File: config.mk
export PLATFORM = sky130hd
export DESIGN_NAME = uart_transmit
export DESIGN_NICKNAME = d
export VERILOG_FILES = /design/src/rtl/uart_pkg.sv /design/src/rtl/uart_fifo.sv /design/src/rtl/uart_transmit.sv
export SDC_FILE = /design/constraint.sdc
export NUM_CORES = 1
export LEC_CHECK = 0
export CORE_AREA = 2 2 118 63
export CTS_CLUSTER_SIZE = 30
export DETAILED_ROUTE_END_ITERATION = 6
export DIE_AREA = 0 0 120 65
export PLACE_DENSITY = 0.83
export RECOVER_POWER = 100
export SLEW_MARGIN = 20
export SYNTH_ARGS = -nofsm -noshare
export SYNTH_HDL_FRONTEND = slang
export SYNTH_SLANG_ARGS = --single-unit
File: constraint.sdc
create_clock -name i_clock -period 5.2 [get_ports i_clock]
set_clock_uncertainty 0.2 [all_clocks]
set_input_delay 0.78 -clock i_clock [delete_from_list [all_inputs] [get_ports i_clock]]
set_output_delay 0.78 -clock i_clock [all_outputs]
set_load 0.03 [all_outputs]
File: src/rtl/uart_pkg.sv
// Shared UART definitions used by the transmitter (and its receive counterpart).
// Contents: frame geometry, serializer state encoding, and the baud-divider
// derivation, so both directions agree on the bit period.
package uart_pkg;

    localparam int unsigned DATA_BITS  = 8;
    localparam int unsigned FRAME_BITS = 10;  // start + 8 data + stop

    typedef enum logic [1:0] {
        IDLE,
        START,
        DATA,
        STOP
    } uart_state_t;

    // Clock cycles per bit; floor division, callers must keep the result >= 2.
    function automatic int unsigned n_clocks(input int unsigned clock_frequency,
                                             input int unsigned baud_rate);
        return clock_frequency / baud_rate;
    endfunction

endpackage

File: src/rtl/uart_fifo.sv
// Synchronous byte FIFO for the UART transmitter.
// Ports:
//   clock    in  1      clock
//   reset    in  1      synchronous active-high reset (flushes the queue)
//   push     in  1      write wr_data (ignored while full)
//   pop      in  1      advance read pointer (ignored while empty)
//   wr_data  in  WIDTH  data to enqueue
//   rd_data  out WIDTH  head of queue (valid while ~empty)
//   full     out 1      count == DEPTH
//   empty    out 1      count == 0
module uart_fifo
    import uart_pkg::*;
#(
    parameter int unsigned WIDTH = DATA_BITS,
    parameter int unsigned DEPTH = 8
) (
    input  logic             clock,
    input  logic             reset,
    input  logic             push,
    input  logic             pop,
    input  logic [WIDTH-1:0] wr_data,
    output logic [WIDTH-1:0] rd_data,
    output logic             full,
    output logic             empty
);

    localparam int unsigned PTR_W = $clog2(DEPTH);

    logic [WIDTH-1:0] mem [DEPTH];
    logic [PTR_W-1:0] wr_ptr;
    logic [PTR_W-1:0] rd_ptr;
    logic [PTR_W:0]   count;
    logic             do_push;
    logic             do_pop;

    assign do_push = push && !full;
    assign do_pop  = pop && !empty;

    assign full    = (count == (PTR_W + 1)'(DEPTH));
    assign empty   = (count == '0);
    assign rd_data = mem[rd_ptr];

    // Pointers are exactly log2(DEPTH) wide, so they wrap without explicit compare.
    always_ff @(posedge clock) begin
        if (reset) begin
            wr_ptr <= '0;
            rd_ptr <= '0;
            count  <= '0;
        end else begin
            if (do_push) wr_ptr <= wr_ptr + 1'b1;
            if (do_pop)  rd_ptr <= rd_ptr + 1'b1;
            case ({do_push, do_pop})
                2'b10:   count <= count + 1'b1;
                2'b01:   count <= count - 1'b1;
                default: count <= count;
            endcase
        end
    end

    always_ff @(posedge clock) begin
        if (do_push) mem[wr_ptr] <= wr_data;
    end

endmodule

File: src/rtl/uart_transmit.sv
// Buffered UART transmitter: bytes accepted on a ready/valid interface are
// queued in uart_fifo and serialized as 8N1 frames, LSB first.
// Ports:
//   i_clock       in  1  clock
//   i_reset       in  1  synchronous active-high reset; aborts any frame in progress
//   i_data        in  8  byte to transmit
//   i_data_valid  in  1  i_data valid
//   o_data_ready  out 1  queue can accept a byte (low while in reset)
//   o_tx          out 1  registered serial line, idle high
//   o_busy        out 1  frame in progress or queue non-empty
module uart_transmit
    import uart_pkg::*;
#(
    parameter int unsigned CLOCK_FREQUENCY = 100_000_000,
    parameter int unsigned BAUD_RATE       = 115_200,
    parameter int unsigned FIFO_DEPTH      = 8
) (
    input  logic                 i_clock,
    input  logic                 i_reset,
    input  logic [DATA_BITS-1:0] i_data,
    input  logic                 i_data_valid,
    output logic                 o_data_ready,
    output logic                 o_tx,
    output logic                 o_busy
);

    localparam int unsigned      N_CLOCKS = n_clocks(CLOCK_FREQUENCY, BAUD_RATE);
    localparam int unsigned      CNT_W    = $clog2(N_CLOCKS);
    localparam int unsigned      IDX_W    = $clog2(DATA_BITS);
    localparam logic [CNT_W-1:0] CNT_LAST = CNT_W'(N_CLOCKS - 1);
    localparam logic [IDX_W-1:0] IDX_LAST = IDX_W'(DATA_BITS - 1);

    uart_state_t          state, state_next;
    logic [CNT_W-1:0]     cnt, cnt_next;
    logic [IDX_W-1:0]     bit_idx, bit_idx_next;
    logic [DATA_BITS-1:0] shift, shift_next;
    logic                 tx, tx_next;

    logic                 push;
    logic                 pop;
    logic                 full;
    logic                 empty;
    logic [DATA_BITS-1:0] head;
    logic                 bit_done;

    assign o_data_ready = !full && !i_reset;
    assign push         = i_data_valid && o_data_ready;
    assign o_tx         = tx;
    assign o_busy       = (state != IDLE) || !empty;
    assign bit_done     = (cnt == CNT_LAST);

    uart_fifo #(
        .WIDTH (DATA_BITS),
        .DEPTH (FIFO_DEPTH)
    ) u_fifo (
        .clock   (i_clock),
        .reset   (i_reset),
        .push    (push),
        .pop     (pop),
        .wr_data (i_data),
        .rd_data (head),
        .full    (full),
        .empty   (empty)
    );

    always_ff @(posedge i_clock) begin
        if (i_reset) begin
            state   <= IDLE;
            cnt     <= '0;
            bit_idx <= '0;
            shift   <= '0;
            tx      <= 1'b1;
        end else begin
            state   <= state_next;
            cnt     <= cnt_next;
            bit_idx <= bit_idx_next;
            shift   <= shift_next;
            tx      <= tx_next;
        end
    end

    // tx is computed one cycle ahead so the line value is registered. The shift
    // register is pre-shifted as each bit is launched, so shift[0] is always the
    // next data bit to put on the line.
    always_comb begin
        state_next   = state;
        cnt_next     = cnt;
        bit_idx_next = bit_idx;
        shift_next   = shift;
        tx_next      = tx;
        pop          = 1'b0;

        case (state)
            IDLE: begin
                tx_next  = 1'b1;
                cnt_next = '0;
                if (!empty) begin
                    pop        = 1'b1;
                    shift_next = head;
                    tx_next    = 1'b0;
                    state_next = START;
                end
            end

            START: begin
                if (bit_done) begin
                    cnt_next     = '0;
                    bit_idx_next = '0;
                    tx_next      = shift[0];
                    shift_next   = shift >> 1;
                    state_next   = DATA;
                end else begin
                    cnt_next = cnt + 1'b1;
                end
            end

            DATA: begin
                if (bit_done) begin
                    cnt_next = '0;
                    if (bit_idx == IDX_LAST) begin
                        tx_next    = 1'b1;
                        state_next = STOP;
                    end else begin
                        bit_idx_next = bit_idx + 1'b1;
                        tx_next      = shift[0];
                        shift_next   = shift >> 1;
                    end
                end else begin
                    cnt_next = cnt + 1'b1;
                end
            end

            STOP: begin
                if (bit_done) begin
                    cnt_next = '0;
                    // Chain straight into the next start bit when data is waiting.
                    if (!empty) begin
                        pop        = 1'b1;
                        shift_next = head;
                        tx_next    = 1'b0;
                        state_next = START;
                    end else begin
                        tx_next    = 1'b1;
                        state_next = IDLE;
                    end
                end else begin
                    cnt_next = cnt + 1'b1;
                end
            end

            default: begin
                tx_next    = 1'b1;
                cnt_next   = '0;
                state_next = IDLE;
            end
        endcase
    end

endmodule

# After elaboration in Yosys (flattened, before gate mapping)

Memories as Yosys holds them, arrays and structs flattened. A register that Yosys moved wholly into a read port is not among the register bits.
Cells that the tools add are included.

Memory bits (writable): 64
Output and inout port bits: 3
Input bits: 11
Memories: 1
Bits in registers: 34

Memory list:

| memory     | depth | width | rd ports | clocked after memory_dff | write ports | line            | text |
|---|---|---|---|---|---|---|---|
| u_fifo.mem | 8     | 8     | 1        | 1                        | 1           | uart_fifo.sv:29 | `logic [WIDTH-1:0] mem [DEPTH];` |

Mux-type cells: 33
Equality and inequality tests: 14
Add/subtract/negate cells: 6
Reductions and logical operators: 18

Operators by type and width:

| operator                                            | number |
|---|---|
| two-way mux 8 bit                                   | 5 |
| one-hot mux 8 bit (4 select lines)                  | 1 |
| one-hot mux 10 bit (2 select lines)                 | 1 |
| two-way mux 3 bit                                   | 5 |
| inequality test 2 bit, second input constant        | 6 |
| adder 10 x 1 -> 10 bit, second input constant       | 1 |
| equality test 10 bit, second input constant         | 1 |
| two-way mux 1 bit                                   | 10 |
| two-way mux 10 bit                                  | 1 |
| two-way mux 2 bit                                   | 5 |
| adder 3 x 1 -> 3 bit, second input constant         | 3 |
| one-hot mux 2 bit (4 select lines)                  | 1 |
| one-hot mux 4 bit (2 select lines)                  | 1 |
| AND reduction 4 bit                                 | 2 |
| equality test 2 bit, second input constant          | 3 |
| one-hot mux 3 bit (2 select lines)                  | 1 |
| nonzero test 2 bit                                  | 3 |
| AND reduction 5 bit                                 | 1 |
| adder 4 x 1 -> 4 bit, second input constant         | 1 |
| equality test 2 x 1 -> 1 bit, second input constant | 2 |
| equality test 4 bit, second input constant          | 1 |
| logical AND 1 bit                                   | 4 |
| logical NOT 4 bit                                   | 1 |
| one-hot mux 1 bit (4 select lines)                  | 1 |
| other kinds (8)                                     | 10 |

# Longest topological paths before layout

Gate-level depths: netlist (run 1).

Word-level depth: 7
Gate-level depth with buffers: 12
Gate-level depth less buffers: 11

# Hierarchy

Synthesis (run 1) repeated with hierarchy kept, for this count alone.

Cells, all modules: 300
Area total of the unflattened synthesis: 4450.5 sq um

Modules (own cells, without submodules):

| module        | instances | cells each | sequential area each (sq um) | area each (sq um) |
|---|---|---|---|---|
| uart_fifo     | 1         | 167        | 2182.1                       | 3151.8 |
| uart_transmit | 1         | 133        | 480.5                        | 1298.7 |

# Least setup slack after synthesis (run 1)

OpenSTA, ideal clock, no wires.

Path type: in2reg
From: in i_reset
To: reg u_fifo.count[3]
Stages: 7
Setup time: 0.070 ns
Setup slack: 2.504 ns
Buffers on the path: 0
Arrival: 2.426 ns
Path through: inv_1 > and3_1 > inv_2 > ha_1 > or4b_1 > a31o_2 > a21oi_1

Longest elaborated chain between the ends: 6
Elaborated cells between the ends (all ways): 8

RTL lines:

| item                                                                     | line                | text |
|---|---|---|
| start: declaration                                                       | uart_transmit.sv:19 | `input logic i_reset,` |
| logical NOT 1 bit                                                        | uart_transmit.sv:46 | `assign o_data_ready = !full && !i_reset;` |
| logical AND 1 bit                                                        | uart_transmit.sv:46 |  |
| logical AND 1 bit                                                        | uart_transmit.sv:47 | `assign push = i_data_valid && o_data_ready;` |
| logical AND 1 bit                                                        | uart_fifo.sv:36     | `assign do_push = push && !full;` |
| equality test 2 x 1 -> 1 bit or equality test 2 bit (tied branches)      | uart_fifo.sv:52     | `case ({do_push, do_pop})` |
| one-hot mux 4 bit (2 select lines) or nonzero test 2 bit (tied branches) | --                  |  |
| end signal: assignment                                                   | uart_fifo.sv:53     | `2'b10: count <= count + 1'b1;` |
| end signal: assignment                                                   | uart_fifo.sv:54     | `2'b01: count <= count - 1'b1;` |
| end signal: assignment                                                   | uart_fifo.sv:55     | `default: count <= count;` |
| end: declaration                                                         | uart_fifo.sv:32     | `logic [PTR_W:0] count;` |

Parallel ways exist; a longest one is shown, timed or not.
A chain may end at the register's enable or synchronous reset.

# Final worst setup path (run 1)

From: in i_reset
To: out o_data_ready

Longest elaborated chain between the ends: 2

RTL lines:

| item              | line                | text |
|---|---|---|
| logical NOT 1 bit | uart_transmit.sv:46 |  |
| logical AND 1 bit | uart_transmit.sv:46 |  |
| end: declaration  | uart_transmit.sv:22 | `output logic o_data_ready,` |

No other way between the ends.

==> metrics.txt, run 1 <==
status finished clean; MaxCap Viol Count 0; initial antenna violation count 0; FILL cells 497; period utilization 80.7%; vias in the first global route ~2.4k; Routed Antenna Nets 0; Ys Warns 0; Initial Util around 60%; Synth area leaders edfxtp_1 (45%), dfxtp_1 (17%), mux4_2 (4.8%); die area 0.00780 sq mm; leading area contributor after synthesis edfxtp_1; DRT Wirelength approximately 8000 um; Power Density 474 mW/mm^2; worst slew pin tran 1090 ps; post-DP HPWL 5290 um; GP Congestion 0.814; via count 2576; clock power share ~31%; ANT cells 0; slew margin rel. 27.1%; ys flop type edfxtp_1; critical-path cell list clkdlybuf4s50_1 > clkbuf_1 > inv_1 > and2_1 > clkdlybuf4s50_1; Hold Vio Cnt, Final 0; CP Data Arrival Time 3220 ps; crit path max-delay cell type clkbuf_1; post-CTS resize count 0; drt pass-1 iters 5; chip width ~120 um; initial drt markers approximately 350; RSZ-0062 raised after global routing false; Fmax achieved 0.238 GHz; Reg power frac 43.1%; sequential cell area fraction in the yosys report 62.5%; clock slew at reported path FFs 60 ps; layout cells sized above 1 just under 10%; pre-CTS WS about 1700 ps; Internal 1590 uW; Switching Share 30.0%; Synth top area share 45.1%; Core ar. 0.00691 sq mm; crit-path max cell delay 800 ps; Critical Path Start Type input port; # DRC 0; CTS root buf clkbuf_16; CP delay by family, top buffers and inverters; crit path max fanout 24; Port-buffer cells 13; Comb pwr share 25.7%; Hold-fix buffers, CTS 0; FFs w/ async S/R, synth 0%; Worst path depth 5; count of different cell masters after synthesis 50; Via density 6.16; average routed wire per standard cell 18.7 um; WHS Path Cells 1; # clock sinks 101; area grow syn2layout 12.1%; Post-Synthesis Net Count 325; Crit Path Class input port to output port; Hold WC Path Type register to register; Final Setup Violations 0; syn avg cell area 14.2 sq um; R2R depth 11; Max rail drop VDD between 0.0003 and 0.0004 V; CP endpoint kind output port; max-slew violations 0; Post-CTS Setup Inserts 0; CTS buffer count 9; first-pass GRT wire length 12400 um; row cnt 22; IO Count 14; Clock Latency Late Sink between 300 and 400 ps; setup slack after layout between 1000 and 1500 ps; minimum clock period after layout approximately 4200 ps; All-Layer GR Usage 22.0%; largest net degree at the start of global routing 25; Final Non-Filler Cells between 400 and 500; worst path bufs/invs 4; total grt overflow 0; Post-synth EDFFs 64; Leakage 0.00159 uW; Net Switching 680 uW; CTS tree built; Final #Nets 341; #FFs+latches synth 101; Crit path top cell by count clkdlybuf4s50_1; Post-Syn Instances 301; CTS Buffer Depth 2; synthesized area 0.00426 sq mm; placed insts between 400 and 500; Die Ht 65 um; setup TNS 0 ps; H-Tree Depth 3; CP Data Required Time 4220 ps
[worst reg2reg max path: cells and delay by family (launching register included)]
family	cells	cell delay (ps)
DFF	1	380
AOI/OAI and AO/OA	2	190
adders and majority gates	3	990
xor gates and xnor gates	2	330
and+or+nand+nor	3	940
buffers and inverters	1	110
[Yosys cell counts (all sizes together), types with 2 or more instances]
cell / n
and4: 2
xnor2: 3
dfxtp: 37
or4b: 2
nand3: 4
o22a: 7
edfxtp: 64
nand2: 11
and2: 2
inv: 15
xor2: 8
nand4: 4
or4: 2
or3: 4
nor2b: 2
clkbuf: 6
ha: 13
a32o: 10
o31ai: 2
o211ai: 2
a21oi: 17
nand2b: 5
and3: 3
o21ai: 7
nor3: 4
a31o: 2
buf: 5
nor2: 27
mux4: 16
[per-stage QoR]
step	utilization, %	hold slack, ps	cell area [sq um]	total power, uW
global route	69.2	283	4780	2370
CTS	69.3	271	4790	2280
global placement	64.6	242	4470	1550
detailed placement	64.6	254	4470	1570
finish	69.2	263	4780	2270
floorplan	-	226	4260	1420
[metal layers]
layer	track usage (%)	part of all wire [%]	up-vias
met2	30.5	42	96
met4	5.29	1.0	0
li1	-	-	1199
met5	0	0	-
met3	8.27	8.6	8
met1	32.7	48	1273
[cell families (layout without fill, tap and decap cells)]
kind of cell               count (synthesis)  after routing  synth area share (%)
buffers and inverters                     26             47                  2.94
adders and majority gates                 13             13                  3.82
xor gates and xnor gates                  11             11                  2.26
AOI/OAI and AO/OA                         55             55                  9.42
muxes                                     18             18                  9.57
DFF                                      101            101                  62.5
and+or+nand+nor                           77             77                  9.51
[power by group through the flow]
stage	Clock [uW]	Combinational [uW]	Sequential [uW]
CTS	718	583	976
global placement	0	560	989
global route	753	628	989
floorplan	0	453	968
finish	706	582	977
detailed placement	0	578	993
[worst paths after layout]
check               endpoint     start  slack, ps
max             o_data_ready   i_reset       1000
min                     o_tx      o_tx        260
max reg2reg  u_fifo.count[2]  state[1]       2000
min reg2reg             o_tx      o_tx        260
[state kept, by name, summed over array words and instances, names as in the netlist, named ones only]
name / cells
u_fifo.rd_ptr: 3
bit_idx: 3
cnt: 10
o_tx: 1
shift: 8
state: 2
u_fifo.count: 4
u_fifo.mem: 64
u_fifo.wr_ptr: 3
[cell usage in the layout (no fill, tap or decap), types with 3 or more instances in the layout]
master,Yosys,routed
mux4_1,7,7
o21ai_0,6,6
ha_1,13,13
inv_1,14,15
clkdlybuf4s50_1,0,3
mux4_2,9,9
clkbuf_16,0,9
nand3_1,4,4
clkbuf_1,6,3
dlygate4sd3_1,0,10
xnor2_1,3,3
edfxtp_1,64,64
or3_1,4,4
nor3_1,4,4
nand4_1,4,4
nand2_1,11,11
and3_1,3,3
nand2b_1,5,5
o22a_1,7,7
nor2_1,27,27
a21oi_1,17,17
a32o_1,10,10
dfxtp_1,37,36
xor2_1,8,8
[final cells by class]
| class | instances | area, sq um | share of cell area, % |
|---|---|---|---|
| Clock buffer | 9 | 225 | 4.71 |
| Clock inverter | 7 | 97.6 | 2.04 |
| Inverter | 15 | 56.3 | 1.18 |
| Multi-Input combinational cell | 174 | 1470 | 30.8 |
| Sequential cell | 101 | 2660 | 55.7 |
| Tap cell | 96 | 120 | 2.51 |
| Timing Repair Buffer | 16 | 141 | 2.96 |
No activity file was read; power rests on OpenSTA's default activity.
==> run 2: changes to the inputs <==
--- a/config.mk
+++ b/config.mk
@@ -5,11 +5,11 @@
 export SDC_FILE = /design/constraint.sdc
 export NUM_CORES = 1
 export LEC_CHECK = 0
-export CORE_AREA = 2 2 118 63
+export CORE_AREA = 2 2 123 65
 export CTS_CLUSTER_SIZE = 30
 export DETAILED_ROUTE_END_ITERATION = 6
-export DIE_AREA = 0 0 120 65
-export PLACE_DENSITY = 0.83
+export DIE_AREA = 0 0 125 67
+export PLACE_DENSITY = 0.78
 export RECOVER_POWER = 100
 export SLEW_MARGIN = 20
 export SYNTH_ARGS = -nofsm -noshare
==> constraint.sdc (replaced) <==
create_clock -name i_clock -period 3.95 [get_ports i_clock]
set_clock_uncertainty 0.2 [all_clocks]
set_input_delay 0.5925 -clock i_clock [delete_from_list [all_inputs] [get_ports i_clock]]
set_output_delay 0.5925 -clock i_clock [all_outputs]
set_load 0.03 [all_outputs]
==> run 2 against run 1 <==
Via count down 1.3%. Sequential share of layout area about the same. Die area up 7.4%. Critical path depth up 6. Flip-flop and latch count unchanged. Register-to-register slack worse by 1100 ps. Clock-buffer cell count up 2. Critical path type is now register to register. Highest routed layer unchanged.
==> metrics.txt, run 2 (synthesis results as in run 1) <==
GP Congestion 0.745 (was 0.814); Comb pwr share 26.4% (was 25.7%); Routed Antenna Nets 0 (unchanged); post-CTS resize count 0 (unchanged); post-DP HPWL 5260 um (was 5290 um); CTS tree built (unchanged); flop2flop setup slack 860 ps (was 2000 ps); Crit path top cell by count ha_1 (was clkdlybuf4s50_1); Final Setup Violations 0 (unchanged); vias in the first global route 2625 (was 2410); DRT Wirelength 7960 um (was 7820 um); All-Layer GR Usage 21.3% (was 22.0%); H-Tree Depth 3 (unchanged); Fmax achieved 0.323 GHz; FILL cells 513 (was 497); ANT cells 0 (unchanged); largest net degree at the start of global routing 24 (was 25); FF-to-FF End u_fifo.count[2] (unchanged); setup TNS 0 ps (unchanged); drt pass-1 iters 5 (unchanged); fin area 0.00477 sq mm (was 0.00478 sq mm); status finished clean (unchanged); CP Data Required Time 4020 ps (was 4220 ps); Initial Util 59.1% (was 61.7%); Critical Path Start Type register (was input port); R2R depth 11 (unchanged); crit-path max cell delay 500 ps (was 800 ps); IO Count 14 (unchanged); period utilization 78.3%; Met1 Wirelength 3300 um (was 3790 um); MaxCap Viol Count 0 (unchanged); Final #Nets 346 (was 341); Switching Share 30.7% (was 30.0%); Hold WC Path Type register to register (unchanged); Port-buffer cells 13 (unchanged); max reg flops 64 (unchanged); clock slew at reported path FFs 60 ps (about the same); CTS buffer count 9 (unchanged); Leakage 0.00160 uW (was 0.00159 uW); die area 0.00838 sq mm (was 0.00780 sq mm); via count 2543 (was 2576); crit path max-delay cell type ha_1 (was clkbuf_1); Hold-fix buffers, CTS 0 (unchanged); Placed Area 0.00450 sq mm (was 0.00447 sq mm); Core ar. 0.00721 sq mm (was 0.00691 sq mm); Crit Path Class register to register (was input port to output port); CTS root buf clkbuf_16 (unchanged); Internal 2000 uW (was 1590 uW); total grt overflow 0 (unchanged); first-pass GRT wire length 13200 um (was 12400 um); Post-CTS Setup Inserts 0 (unchanged); RSZ-0062 raised after global routing false (unchanged); average routed wire per standard cell 18.8 um (was 18.7 um); layout cells sized above 1 10.1% (was 9.63%); largest registers u_fifo.mem x64, cnt x10, shift x8 (unchanged); critical-path cell list inv_1 > ha_1 > nand2b_1 > nor2_1 > ha_1 > xor2_1 > ha_1 > a21oi_1 > xor2_1 > or3_1 > a21oi_1 (was clkdlybuf4s50_1 > clkbuf_1 > inv_1 > and2_1 > clkdlybuf4s50_1); max-slew violations 0 (unchanged); row cnt 22 (unchanged); Reg power frac 44.5% (was 43.1%); Top Layer Used met4 (unchanged); # DRC 0 (unchanged); slew margin rel. 36.6% (was 27.1%); Power Density 604 mW/mm^2 (was 474 mW/mm^2); Max rail drop VDD 0.000280 V (was 0.000306 V); CP Data Arrival Time 3160 ps (was 3220 ps); Critical Path Source state[1] (was i_reset); most common cell after layout, fill and taps aside edfxtp_1 (unchanged); Hold Vio Cnt, Final 0 (unchanged); Clock Latency Late Sink 340 ps (about the same); Die Ht 67 um (was 65 um); area grow syn2layout 12.0% (was 12.1%); reg2reg start state[1] (unchanged); initial drt markers 151 (was 353); WL met3 536 um (was 672 um); Worst setup endpoint u_fifo.count[2] (was o_data_ready); most frequent cells in the layout edfxtp_1 (64), dfxtp_1 (37), nor2_1 (27), a21oi_1 (17), inv_1 (15) (was edfxtp_1 (64), dfxtp_1 (36), nor2_1 (27), a21oi_1 (17), inv_1 (15)); clock power share 29.1% (was 31.2%); Via density 6.01 (was 6.16); CTS Buffer Depth 2 (unchanged); WL met2 4050 um (was 3270 um); CP endpoint kind register (was output port); crit path max fanout 17 (was 24); worst slew pin tran 950 ps (was 1090 ps); Biggest register u_fifo.mem (unchanged); Net Switching 885 uW (was 680 uW); minimum clock period after layout slightly above 3000 ps; chip width 125 um (was 120 um); initial antenna violation count 0 (unchanged); # clock sinks 101 (unchanged)
## run 2: metrics by stage
step	std cells	hold WS, ps	worst slack [ps]	power, uW	utilization, %
5_1_grt	423	281	593	3040	66.2
6_report	423	264	857	2880	66.2
3_5_place_dp	407	254	750	2070	62.4
3_3_place_gp	407	239	863	2030	62.4
4_1_cts	423	271	835	2910	66.5
2_1_floorplan	301	226	1310	1870	-
## run 2: layout make-up
type | instances | area, sq um | share of cell area [%]
multi-input cells | 174 | 1470 | 30.9
repair buffers | 21 | 168 | 3.51
clock inverters | 5 | 40.0 | 0.839
inverters | 15 | 56.3 | 1.18
well taps | 96 | 120 | 2.52
flip-flops and latches | 101 | 2660 | 55.8
clock buffers | 11 | 253 | 5.29
## run 2: critical path: cells and delay by family (launching register included)
kind / cells / cell delay [ps]
adders and majority gates: 3 / 950
and+or+nand+nor: 3 / 830
DFF: 1 / 400
xor gates and xnor gates: 2 / 350
buffers and inverters: 1 / 120
AOI/OAI and AO/OA: 2 / 180
## run 2: how the worst min path moves through the flow
| stage | from | cells after the start | to |
|---|---|---|---|
| after global routing | o_tx | 1 | o_tx |
| after CTS | o_tx | 1 | o_tx |
| after floorplan | cnt[0] | 1 | cnt[0] |
| after detailed placement | o_tx | 1 | o_tx |
| after global placement | cnt[0] | 1 | cnt[0] |
| final | o_tx | 1 | o_tx |
## run 2: power by group through the flow
stage	clock, uW	combinational (uW)	sequential, uW
floorplan	0	597	1270
global placement	0	729	1300
detailed placement	0	763	1300
CTS	859	771	1280
global route	900	838	1300
finish	838	761	1280
## run 2: per-layer routing
| layer | vias up | GRT usage [%] |
|---|---|---|
| li1 | 1208 | - |
| met1 | 1246 | 24.2 |
| met2 | 81 | 37.8 |
| met3 | 8 | 6.10 |
| met4 | 0 | 10.7 |
| met5 | - | 0 |
==> run 3: changes to the inputs <==
==> constraint.sdc (replaced) <==
create_clock -name i_clock -period 2.95 [get_ports i_clock]
set_clock_uncertainty 0.2 [all_clocks]
set_input_delay 0.4425 -clock i_clock [delete_from_list [all_inputs] [get_ports i_clock]]
set_output_delay 0.4425 -clock i_clock [all_outputs]
set_load 0.03 [all_outputs]
==> run 3 against run 2 <==
Flip-flop and latch count is the same. Worst hold slack better by 9.6 ps. Non-clock buffer count increased by 5. Combinational power grew 45%. Cell count grew 1.2%. Via count increased by 1.8%. Critical endpoint is now o_data_ready. Highest routed layer unchanged.
==> metrics.txt, run 3 (synthesis results as in run 1) <==
Post-CTS Setup Inserts 0 (unchanged); most frequent cells in the layout edfxtp_1 (64), dfxtp_1 (37), nor2_1 (26), a21oi_1 (17), inv_1 (14) (was edfxtp_1 (64), dfxtp_1 (37), nor2_1 (27), a21oi_1 (17), inv_1 (15)); average routed wire per standard cell 19.0 um (was 18.8 um); Final #Nets 351 (was 346); Routed Antenna Nets 0 (unchanged); first-pass GRT wire length 13000 um (was 13200 um); CTS root buf clkbuf_16 (unchanged); MaxCap Viol Count 0 (unchanged); crit path max-delay cell type dlygate4sd3_1 (was ha_1); die area 0.00838 sq mm (unchanged); GP Congestion 0.877 (was 0.745); CP endpoint kind output port (was register); area grow syn2layout 13.1% (was 12.0%); chip width 125 um (unchanged); fin area 0.00482 sq mm (was 0.00477 sq mm); drt pass-1 iters 4 (was 5); H-Tree Depth 3 (unchanged); CP delay by family, top simple AND/OR/NAND/NOR gates (was adder cells); slew margin rel. 46.6% (was 36.6%); Hold WC Path Type register to register (unchanged); Initial Util 59.1% (unchanged); max-slew violations 0 (unchanged); Power Density 814 mW/mm^2 (was 604 mW/mm^2); CP Data Required Time 2310 ps (was 4020 ps); Via density 6.05 (was 6.01); RSZ-0062 raised after global routing false (unchanged); max reg flops 64 (unchanged); Hold Vio Cnt, Final 0 (unchanged); Total Power 3920 uW (was 2880 uW); global route hottest layer met2 (unchanged); crit-path max cell delay 680 ps (was 500 ps); post-DP HPWL 5360 um (was 5260 um); CTS Buffer Depth 2 (unchanged); clock slew at reported path FFs 70 ps (was 60 ps); setup TNS 0 ps (unchanged); Final Setup Violations 0 (unchanged); Clock Latency Late Sink 340 ps (about the same); total grt overflow 0 (unchanged); CTS tree built (unchanged); Die Ht 67 um (unchanged); FILL cells 503 (was 513); crit path max fanout 7 (was 17); CTS buffer count 9 (unchanged); WHS 274 ps (was 264 ps); IO Count 14 (unchanged); Core ar. 0.00721 sq mm (unchanged); # clock sinks 101 (unchanged); minimum clock period after layout 2770 ps; initial antenna violation count 0 (unchanged); Port-buffer cells 13 (unchanged); Placed Area 0.00454 sq mm (was 0.00450 sq mm); Leakage 0.00161 uW (was 0.00160 uW); fin util 66.8% (was 66.2%); worst slew pin tran 799 ps (was 950 ps); Critical Path Start Type register (unchanged); worst path bufs/invs 1 (unchanged); DRT Wirelength 8150 um (was 7960 um); All-Layer GR Usage 20.9% (was 21.3%); vias in the first global route 2528 (was 2625); met1 usage 25.0% (was 24.2%); critical-path cell list or4b_1 > and2_1 > dlygate4sd3_1 (was inv_1 > ha_1 > nand2b_1 > nor2_1 > ha_1 > xor2_1 > ha_1 > a21oi_1 > xor2_1 > or3_1 > a21oi_1); Crit Path Class register to output port (was register to register); ANT cells 0 (unchanged); layout cells sized above 1 12.0% (was 10.1%); M2 GR Usage 37.2% (was 37.8%); CP Data Arrival Time 2130 ps (was 3160 ps); period utilization 93.9%; largest registers u_fifo.mem x64, cnt x10, shift x8 (unchanged); Register Area 0.00266 sq mm (unchanged); footprint of the multi-input gates 0.00149 sq mm (was 0.00147 sq mm); Fmax achieved approximately 0.36 GHz; # DRC 0 (unchanged); via count 2588 (was 2543); row cnt 22 (unchanged); most common cell after layout, fill and taps aside edfxtp_1 (unchanged); Max rail drop VDD 0.000585 V (was 0.000280 V); largest net degree at the start of global routing 24 (unchanged); initial drt markers 191 (was 151); Biggest register u_fifo.mem (unchanged); GRT met3 Usage 5.30% (was 6.10%); status finished clean (unchanged)
[run 3: power by group]
group / leakage [uW] / switching, uW / internal [uW] / total (uW)
logic: 0.000587 / 630 / 467 / 1100
registers: 0.000879 / 83.7 / 1610 / 1700
clock network: 0.000144 / 503 / 628 / 1130
total: 0.00161 / 1220 / 2710 / 3920
[run 3: worst paths after layout]
| kind | startpoint | to | slack (ps) | cells after the start |
|---|---|---|---|---|
| setup / recovery | u_fifo.count[2] | o_data_ready | 180 | 3 |
| hold / removal | cnt[0] | cnt[0] | 270 | 1 |
| setup reg to reg | u_fifo.count[2] | u_fifo.count[2] | 190 | 10 |
| hold reg to reg | cnt[0] | cnt[0] | 270 | 1 |
[run 3: area by class of cell]
cell class,instances,area share [%]
flip-flops and latches,101,55.2
well taps,96,2.49
inverters,15,1.17
multi-input cells,174,30.9
repair buffers,26,4.10
clock buffers,11,5.24
clock inverters,5,0.856
[run 3: what timing repair did]
action | CTS | global route
gates resized for setup | 0 | 4
endpoints found under the setup margin | 0 | 2
hold buffers | 0 | 0
[run 3: per-layer routing]
layer,wire length [um],part of all wire [%],up-vias
met4,244,3.0,0
li1,-,-,1217
met1,3370,41,1273
met2,4070,50,80
met5,0,0,-
met3,469,5.8,18
[run 3: stage by stage]
step                      cells  setup WS (ps)
after floorplan             301            315
after global placement      412            143
after detailed placement    412           58.7
after CTS                   428           53.2
after global routing        428           14.4
final                       428            179
